$ cat src/rtl/inst_seq_pkg.sv
// Shared sizing, state encoding and index type for the child sequencer.
package inst_seq_pkg;
  localparam int N_CHILD = 5;
  localparam int TMO_W   = 8;
  localparam int IDX_W   = (N_CHILD > 1) ? $clog2(N_CHILD) : 1;

  typedef logic [IDX_W-1:0] idx_t;

  typedef enum logic [1:0] {
    IDLE   = 2'd0,
    LAUNCH = 2'd1,
    WAIT   = 2'd2,
    FINISH = 2'd3
  } state_t;
endpackage

$ cat src/rtl/inst_sequencer_if.sv
// Control/child handshake bundle between a run requester and the sequencer.
interface inst_seq_if #(
  parameter int N_CHILD = inst_seq_pkg::N_CHILD,
  parameter int TMO_W   = inst_seq_pkg::TMO_W
);
  localparam int IW = (N_CHILD > 1) ? $clog2(N_CHILD) : 1;

  logic               go;
  logic [N_CHILD-1:0] enable_mask;
  logic [TMO_W-1:0]   timeout;
  logic [N_CHILD-1:0] child_start;
  logic [N_CHILD-1:0] child_done;
  logic               busy;
  logic               done;
  logic [N_CHILD-1:0] err_mask;
  logic [IW-1:0]      cur_idx;

  // Requester / child side
  modport master (
    output go, enable_mask, timeout, child_done,
    input  child_start, busy, done, err_mask, cur_idx
  );

  // Sequencer side
  modport slave (
    input  go, enable_mask, timeout, child_done,
    output child_start, busy, done, err_mask, cur_idx
  );
endinterface

$ cat src/rtl/inst_sequencer_next_set_finder.sv
// Combinational search for the lowest set mask bit strictly above idx.
module next_set_finder #(
  parameter int N  = 5,
  parameter int IW = 3
) (
  input  logic [N-1:0]  mask,
  input  logic [IW-1:0] idx,
  output logic [IW-1:0] nxt,
  output logic          found
);
  // Scan downward so the last hit is the lowest qualifying bit
  always_comb begin
    nxt   = '0;
    found = 1'b0;
    for (int i = N - 1; i >= 0; i--) begin
      if (mask[i] && (i > int'(idx))) begin
        nxt   = IW'(i);
        found = 1'b1;
      end
    end
  end
endmodule

$ cat src/rtl/inst_sequencer.sv
// Starts enabled children one at a time in ascending index order, waiting
// for each child's done pulse or an optional per-child timeout.
module inst_sequencer #(
  parameter int N_CHILD = inst_seq_pkg::N_CHILD,
  parameter int TMO_W   = inst_seq_pkg::TMO_W
) (
  input  logic       clk,
  input  logic       rst,
  inst_seq_if.slave  bus
);
  import inst_seq_pkg::*;

  localparam int IW = (N_CHILD > 1) ? $clog2(N_CHILD) : 1;

  state_t             state_q, state_d;
  logic [N_CHILD-1:0] mask_q, mask_d;
  logic [N_CHILD-1:0] err_q, err_d;
  logic [N_CHILD-1:0] start_q, start_d;
  logic [TMO_W-1:0]   tmo_q, tmo_d;
  logic [TMO_W-1:0]   cnt_q, cnt_d;
  logic [IW-1:0]      idx_q, idx_d;
  logic               busy_q, busy_d;
  logic               done_q, done_d;
  logic [IW-1:0]      low_idx, nxt_idx;
  logic               nxt_found;
  logic               adv;

  next_set_finder #(.N(N_CHILD), .IW(IW)) u_next (
    .mask  (mask_q),
    .idx   (idx_q),
    .nxt   (nxt_idx),
    .found (nxt_found)
  );

  // Lowest enabled child in the incoming request mask
  always_comb begin
    low_idx = '0;
    for (int i = N_CHILD - 1; i >= 0; i--) begin
      if (bus.enable_mask[i]) low_idx = IW'(i);
    end
  end

  // Next-state, latches, timeout counter; outputs decoded from the next state
  // so they appear registered in the same cycle the state is entered
  always_comb begin
    state_d = state_q;
    mask_d  = mask_q;
    tmo_d   = tmo_q;
    cnt_d   = cnt_q;
    idx_d   = idx_q;
    err_d   = err_q;
    adv     = 1'b0;
    case (state_q)
      IDLE: begin
        if (bus.go) begin
          err_d = '0;
          if (|bus.enable_mask) begin
            mask_d  = bus.enable_mask;
            tmo_d   = bus.timeout;
            idx_d   = low_idx;
            state_d = LAUNCH;
          end else begin
            state_d = FINISH;
          end
        end
      end
      LAUNCH: begin
        cnt_d   = tmo_q;
        state_d = WAIT;
      end
      WAIT: begin
        if (bus.child_done[idx_q]) begin
          adv = 1'b1;
        end else if ((tmo_q != '0) && (cnt_q == TMO_W'(1))) begin
          err_d[idx_q] = 1'b1;
          adv          = 1'b1;
        end else if ((tmo_q == '0) && (cnt_q <= TMO_W'(1))) begin
          // unlimited wait: park the counter so it never reaches 0
          cnt_d = TMO_W'(1);
        end else begin
          cnt_d = cnt_q - TMO_W'(1);
        end
        if (adv) begin
          if (nxt_found) begin
            idx_d   = nxt_idx;
            state_d = LAUNCH;
          end else begin
            idx_d   = '0;
            state_d = FINISH;
          end
        end
      end
      FINISH: begin
        state_d = IDLE;
      end
      default: state_d = IDLE;
    endcase

    start_d = (state_d == LAUNCH) ? (N_CHILD'(1) << idx_d) : '0;
    busy_d  = (state_d == LAUNCH) || (state_d == WAIT);
    done_d  = (state_d == FINISH);
  end

  // State and output registers with synchronous reset
  always_ff @(posedge clk) begin
    if (rst) begin
      state_q <= IDLE;
      mask_q  <= '0;
      tmo_q   <= '0;
      cnt_q   <= '0;
      idx_q   <= '0;
      err_q   <= '0;
      start_q <= '0;
      busy_q  <= 1'b0;
      done_q  <= 1'b0;
    end else begin
      state_q <= state_d;
      mask_q  <= mask_d;
      tmo_q   <= tmo_d;
      cnt_q   <= cnt_d;
      idx_q   <= idx_d;
      err_q   <= err_d;
      start_q <= start_d;
      busy_q  <= busy_d;
      done_q  <= done_d;
    end
  end

  assign bus.child_start = start_q;
  assign bus.busy        = busy_q;
  assign bus.done        = done_q;
  assign bus.err_mask    = err_q;
  assign bus.cur_idx     = idx_q;
endmodule

$ cat src/flat_wrapper.sv
// flat-port wrapper written by rule: the top's interface ports become plain ports
module inst_sequencer_flat import inst_seq_pkg::*;
#(
  parameter int N_CHILD = inst_seq_pkg::N_CHILD,
  parameter int TMO_W   = inst_seq_pkg::TMO_W
)
  (clk, rst, bus_go, bus_enable_mask, bus_timeout, bus_child_done, bus_child_start, bus_busy, bus_done, bus_err_mask, bus_cur_idx);
  inst_seq_if #(.N_CHILD(N_CHILD), .TMO_W(TMO_W)) bus_i ();
  input  logic clk;
  input  logic rst;
  input wire logic [$bits(bus_i.go)-1:0] bus_go;
  input wire logic [$bits(bus_i.enable_mask)-1:0] bus_enable_mask;
  input wire logic [$bits(bus_i.timeout)-1:0] bus_timeout;
  input wire logic [$bits(bus_i.child_done)-1:0] bus_child_done;
  output wire logic [$bits(bus_i.child_start)-1:0] bus_child_start;
  output wire logic [$bits(bus_i.busy)-1:0] bus_busy;
  output wire logic [$bits(bus_i.done)-1:0] bus_done;
  output wire logic [$bits(bus_i.err_mask)-1:0] bus_err_mask;
  output wire logic [$bits(bus_i.cur_idx)-1:0] bus_cur_idx;
  assign bus_i.go = bus_go;
  assign bus_i.enable_mask = bus_enable_mask;
  assign bus_i.timeout = bus_timeout;
  assign bus_i.child_done = bus_child_done;
  assign bus_child_start = bus_i.child_start;
  assign bus_busy = bus_i.busy;
  assign bus_done = bus_i.done;
  assign bus_err_mask = bus_i.err_mask;
  assign bus_cur_idx = bus_i.cur_idx;
  inst_sequencer #(.N_CHILD(N_CHILD), .TMO_W(TMO_W)) u_core (.clk(clk), .rst(rst), .bus(bus_i));
endmodule
$ cat config.mk
export PLATFORM = sky130hd
export DESIGN_NAME = inst_sequencer_flat
export DESIGN_NICKNAME = d
export VERILOG_FILES = /design/src/rtl/inst_seq_pkg.sv /design/src/rtl/inst_sequencer_if.sv /design/src/rtl/inst_sequencer_next_set_finder.sv /design/src/rtl/inst_sequencer.sv /design/src/flat_wrapper.sv
export SDC_FILE = /design/constraint.sdc
export NUM_CORES = 1
export LEC_CHECK = 0
export BUFFER_PORTS_ARGS = -buffer_cell sky130_fd_sc_hd__buf_4
export CAP_MARGIN = 30
export CORE_MARGIN = 5
export CORE_UTILIZATION = 55
export DETAILED_ROUTE_END_ITERATION = 10
export GPL_TIMING_DRIVEN = 0
export MAX_ROUTING_LAYER = met4
export PLACE_DENSITY = 0.79
export SYNTH_ARGS = -nofsm -noshare
export SYNTH_HDL_FRONTEND = slang
export SYNTH_SLANG_ARGS = --single-unit
$ cat constraint.sdc
create_clock -name clk -period 2.6 [get_ports clk]
set_clock_uncertainty 0.15 [all_clocks]
set_input_delay 0 -clock clk [delete_from_list [all_inputs] [get_ports clk]]
set_output_delay 0 -clock clk [all_outputs]
set_load 0.005 [all_outputs]
==> out/qor.txt <==
Die Ht - 68.9 µm
Top FF cell, synth - dfxtp_1
Clock Root Buffer - clkbuf_4
# IOs - 36
area of the mapped netlist - 1910 µm²
Comb power frac - 31.5%
crit path kind - reg -> reg
fin area - 2530 µm²
cell count after synthesis - 238
cell seen most often among critical-path stages - ha_2
HP Class - in -> reg
Yosys reg bits - 37
worst-margin pin slew - 0.580 ns
status - finished clean
total CTS buffers - 5
Final setup viols - 0
RD Place Congestion - 0.907
CP Capture Type - flip-flop
grt ovf - 0
GRT Resource Usage Total - 24.0%
Vias/cell - 5.75
drt drc - 0
CP startpoint - u_core.cnt_q[1]
Worst EP arrival - 2.63 ns
critical path required time - 2.72 ns
Post-synth EDFFs - 0
final hold violations - 0
YS warnings - 0
Yosys top cell area share - 38.8%
clk sink count - 37
count leader, synth - nand2_1
startpoint types - flip-flop
Detail Route Antenna Nets - 0
Worst R2R End - u_core.bus.child_start[1]
vias - 2,008
post-synthesis net count - 263
leading area contributor after synthesis - dfxtp_1
drt first pass iters - 5
Inserted Diodes - 0
DR iter-0 viols - 155
Max Slew Vio Count - 0
WL/cell - 14.5 µm
register area share after synthesis - 38.8%
crit path cell chain - inv_2 > ha_2 > and4b_1 > and2_4 > buf_6 > nor2_1 > o41ai_2 > ha_2 > nand2b_1 > or3_4 > nor3_1
Post-Syn Area per Cell - 8.02 µm²
power density over cell area - 546 nW/µm²
layout cells sized above 1 - 23.8%
crit-path max FO - 6
largest net degree at the start of global routing - 12
Core Area - 3340 µm²
synth-to-layout area growth - 32.4%
Largest stage delay, worst path - 0.36 ns
largest cells by area after synthesis - dfxtp_1 (39%), nand2_1 (7.5%), a21oi_1 (5.2%)
Worst Reg-to-Reg Cells - 11
crit share post-route - 96.6%
initial antenna violation count - 0
dpl cell area - 2230 µm²
vias in the first global route - 1,856
PortBufs - 35
setup TNS - 0 ns
worst-case vdd ir drop - 0.407 mV
die width - 68.9 µm
clk_lat worst skew - 0.35 ns
Clock Pin Slew Worst Setup and Hold Paths - 0.11 ns
most instantiated cells after synthesis - nand2_1 (38), dfxtp_1 (37), nor2_1 (26)
H-tree levels - 2
Max clock buf depth - 2
Yosys cell types - 58
CTS tree - done
flop-to-flop setup slack - 0.09 ns
initial core utilization - 57.2%
Sw Ratio - 33.8%
Final nets - 327
Worst slew margin - 61.0%
Switch Pwr - 466 µW
Clock power frac - 21.3%
Hold Crit Start - bus_go
Seq pwr share - 47.2%
maximum clock frequency - 398 MHz
DP Wirelength - 3390 µm
internal power - 913 µW
end of the critical path - u_core.bus.child_start[1]
RR Startpoint - u_core.cnt_q[1]
MaxCap Viol Count - 0
Leak Pwr - 0.00101 µW
asr flop ratio synth - 0%
row count - 21
first-pass GRT wire length - 8200 µm
minimum clock period - 2.51 ns
drt total wl - 5050 µm
Die Footprint - 4750 µm²
Slowest cell on crit path - or3_4
## cells in the final DEF, fill, tap and decap left out, drive strengths merged, types with 2 or more instances in the layout
master,instances
mux2i,3
a221oi,3
nor3b,3
a21oi,20
nand2b,2
a211oi,3
ha,4
or2b,2
dlygate4sd3,17
a21boi,2
nor2b,5
o31ai,2
a22oi,2
or3,2
inv,9
buf,46
a31oi,8
nor3,11
nand4,4
nand2,38
nor4,5
o21ai,9
dfxtp,37
and2,2
nor2,26
clkbuf,12
clkinv,2
## logic make-up (layout without fill, tap and decap cells)
logic type / count (synthesis) / after routing / synth area share [%]
AOI/OAI and AO/OA: 62 / 62 / 22.0
adders and majority gates: 4 / 4 / 2.62
muxes: 4 / 4 / 2.16
xor gates and xnor gates: 2 / 2 / 0.918
and+or+nand+nor: 108 / 108 / 28.7
buffers and inverters: 21 / 86 / 4.85
DFF: 37 / 37 / 38.8
## metrics by stage
stage | util [%] | hold WS (ns) | instances | power, µW | setup WS [ns]
after global placement | 66.8 | 0.0966 | 319 | 1030 | -0.0720
after global routing | 75.7 | 0.0915 | 349 | 1470 | -0.0110
final | 75.7 | 0.0610 | 349 | 1380 | 0.0890
after detailed placement | 66.8 | 0.105 | 319 | 1030 | -0.0826
after floorplan | - | -0.0140 | 238 | 916 | 0.228
after CTS | 74.4 | 0.0421 | 347 | 1360 | 0.00760
## worst min-delay path by stage
stage / endpoint / slack, ns / depth (start not counted)
2_1_floorplan: u_core.mask_q[1] / -0.01 / 2
3_3_place_gp: u_core.tmo_q[3] / 0.1 / 3
3_5_place_dp: u_core.tmo_q[5] / 0.10 / 3
4_1_cts: u_core.state_q[0] / 0.04 / 4
5_1_grt: u_core.state_q[0] / 0.09 / 4
6_report: u_core.state_q[0] / 0.06 / 4
## layer usage
metal  up-vias  global-route usage, %  part of all wire, %
met5         -                      -                    0
met4         0                   10.5                  2.7
met3        17                   4.86                  7.3
met2        84                   42.6                   50
met1       917                   25.8                   40
li1        990                      -                    -
## final cells by class
class / count / area [µm²]
clock inverter: 2 / 10.0
fill: 268 / 810
tap: 46 / 57.6
timing repair buffer: 57 / 470
sequential: 37 / 746
inverter: 9 / 33.8
buffer: 12 / 61.3
multi-input combinational: 180 / 1110
clock buffer: 6 / 41.3
## state kept, by name, summed over array words and instances (netlist names)
| register | cells |
|---|---|
| u_core.bus.done | 1 |
| u_core.tmo_q | 8 |
| u_core.bus.cur_idx | 3 |
| u_core.mask_q | 4 |
| u_core.bus.busy | 1 |
| u_core.state_q | 2 |
| u_core.bus.child_start | 5 |
| u_core.bus.err_mask | 5 |
| u_core.cnt_q | 8 |
## critical path: cells and delay by family, from the launching register on
family | cells | cell delay, ns
and+or+nand+nor | 6 | 1.05
adders and majority gates | 2 | 0.40
DFF | 1 | 0.35
AOI/OAI and AO/OA | 1 | 0.31
buffers and inverters | 2 | 0.18
## what timing repair did
action | in CTS | in global routing
buffers inserted | 3 | 2
gates cloned | 0 | 0
endpoints found under the setup margin | 4 | 5
hold buffers | 17 | 0
hold endpoints to repair | 22 | 0
pin swaps | 2 | 4
resized for setup | 2 | 12
## power groups by stage
| stage | Sequential (µW) | Combinational (µW) | Clock, µW |
|---|---|---|---|
| floorplan | 652 | 264 | 0 |
| detailed placement | 660 | 372 | 0 |
| global route | 657 | 482 | 327 |
| CTS | 647 | 413 | 299 |
| global placement | 659 | 367 | 0 |
| finish | 651 | 434 | 294 |
Note: power is estimated with default switching activity, not from simulation.
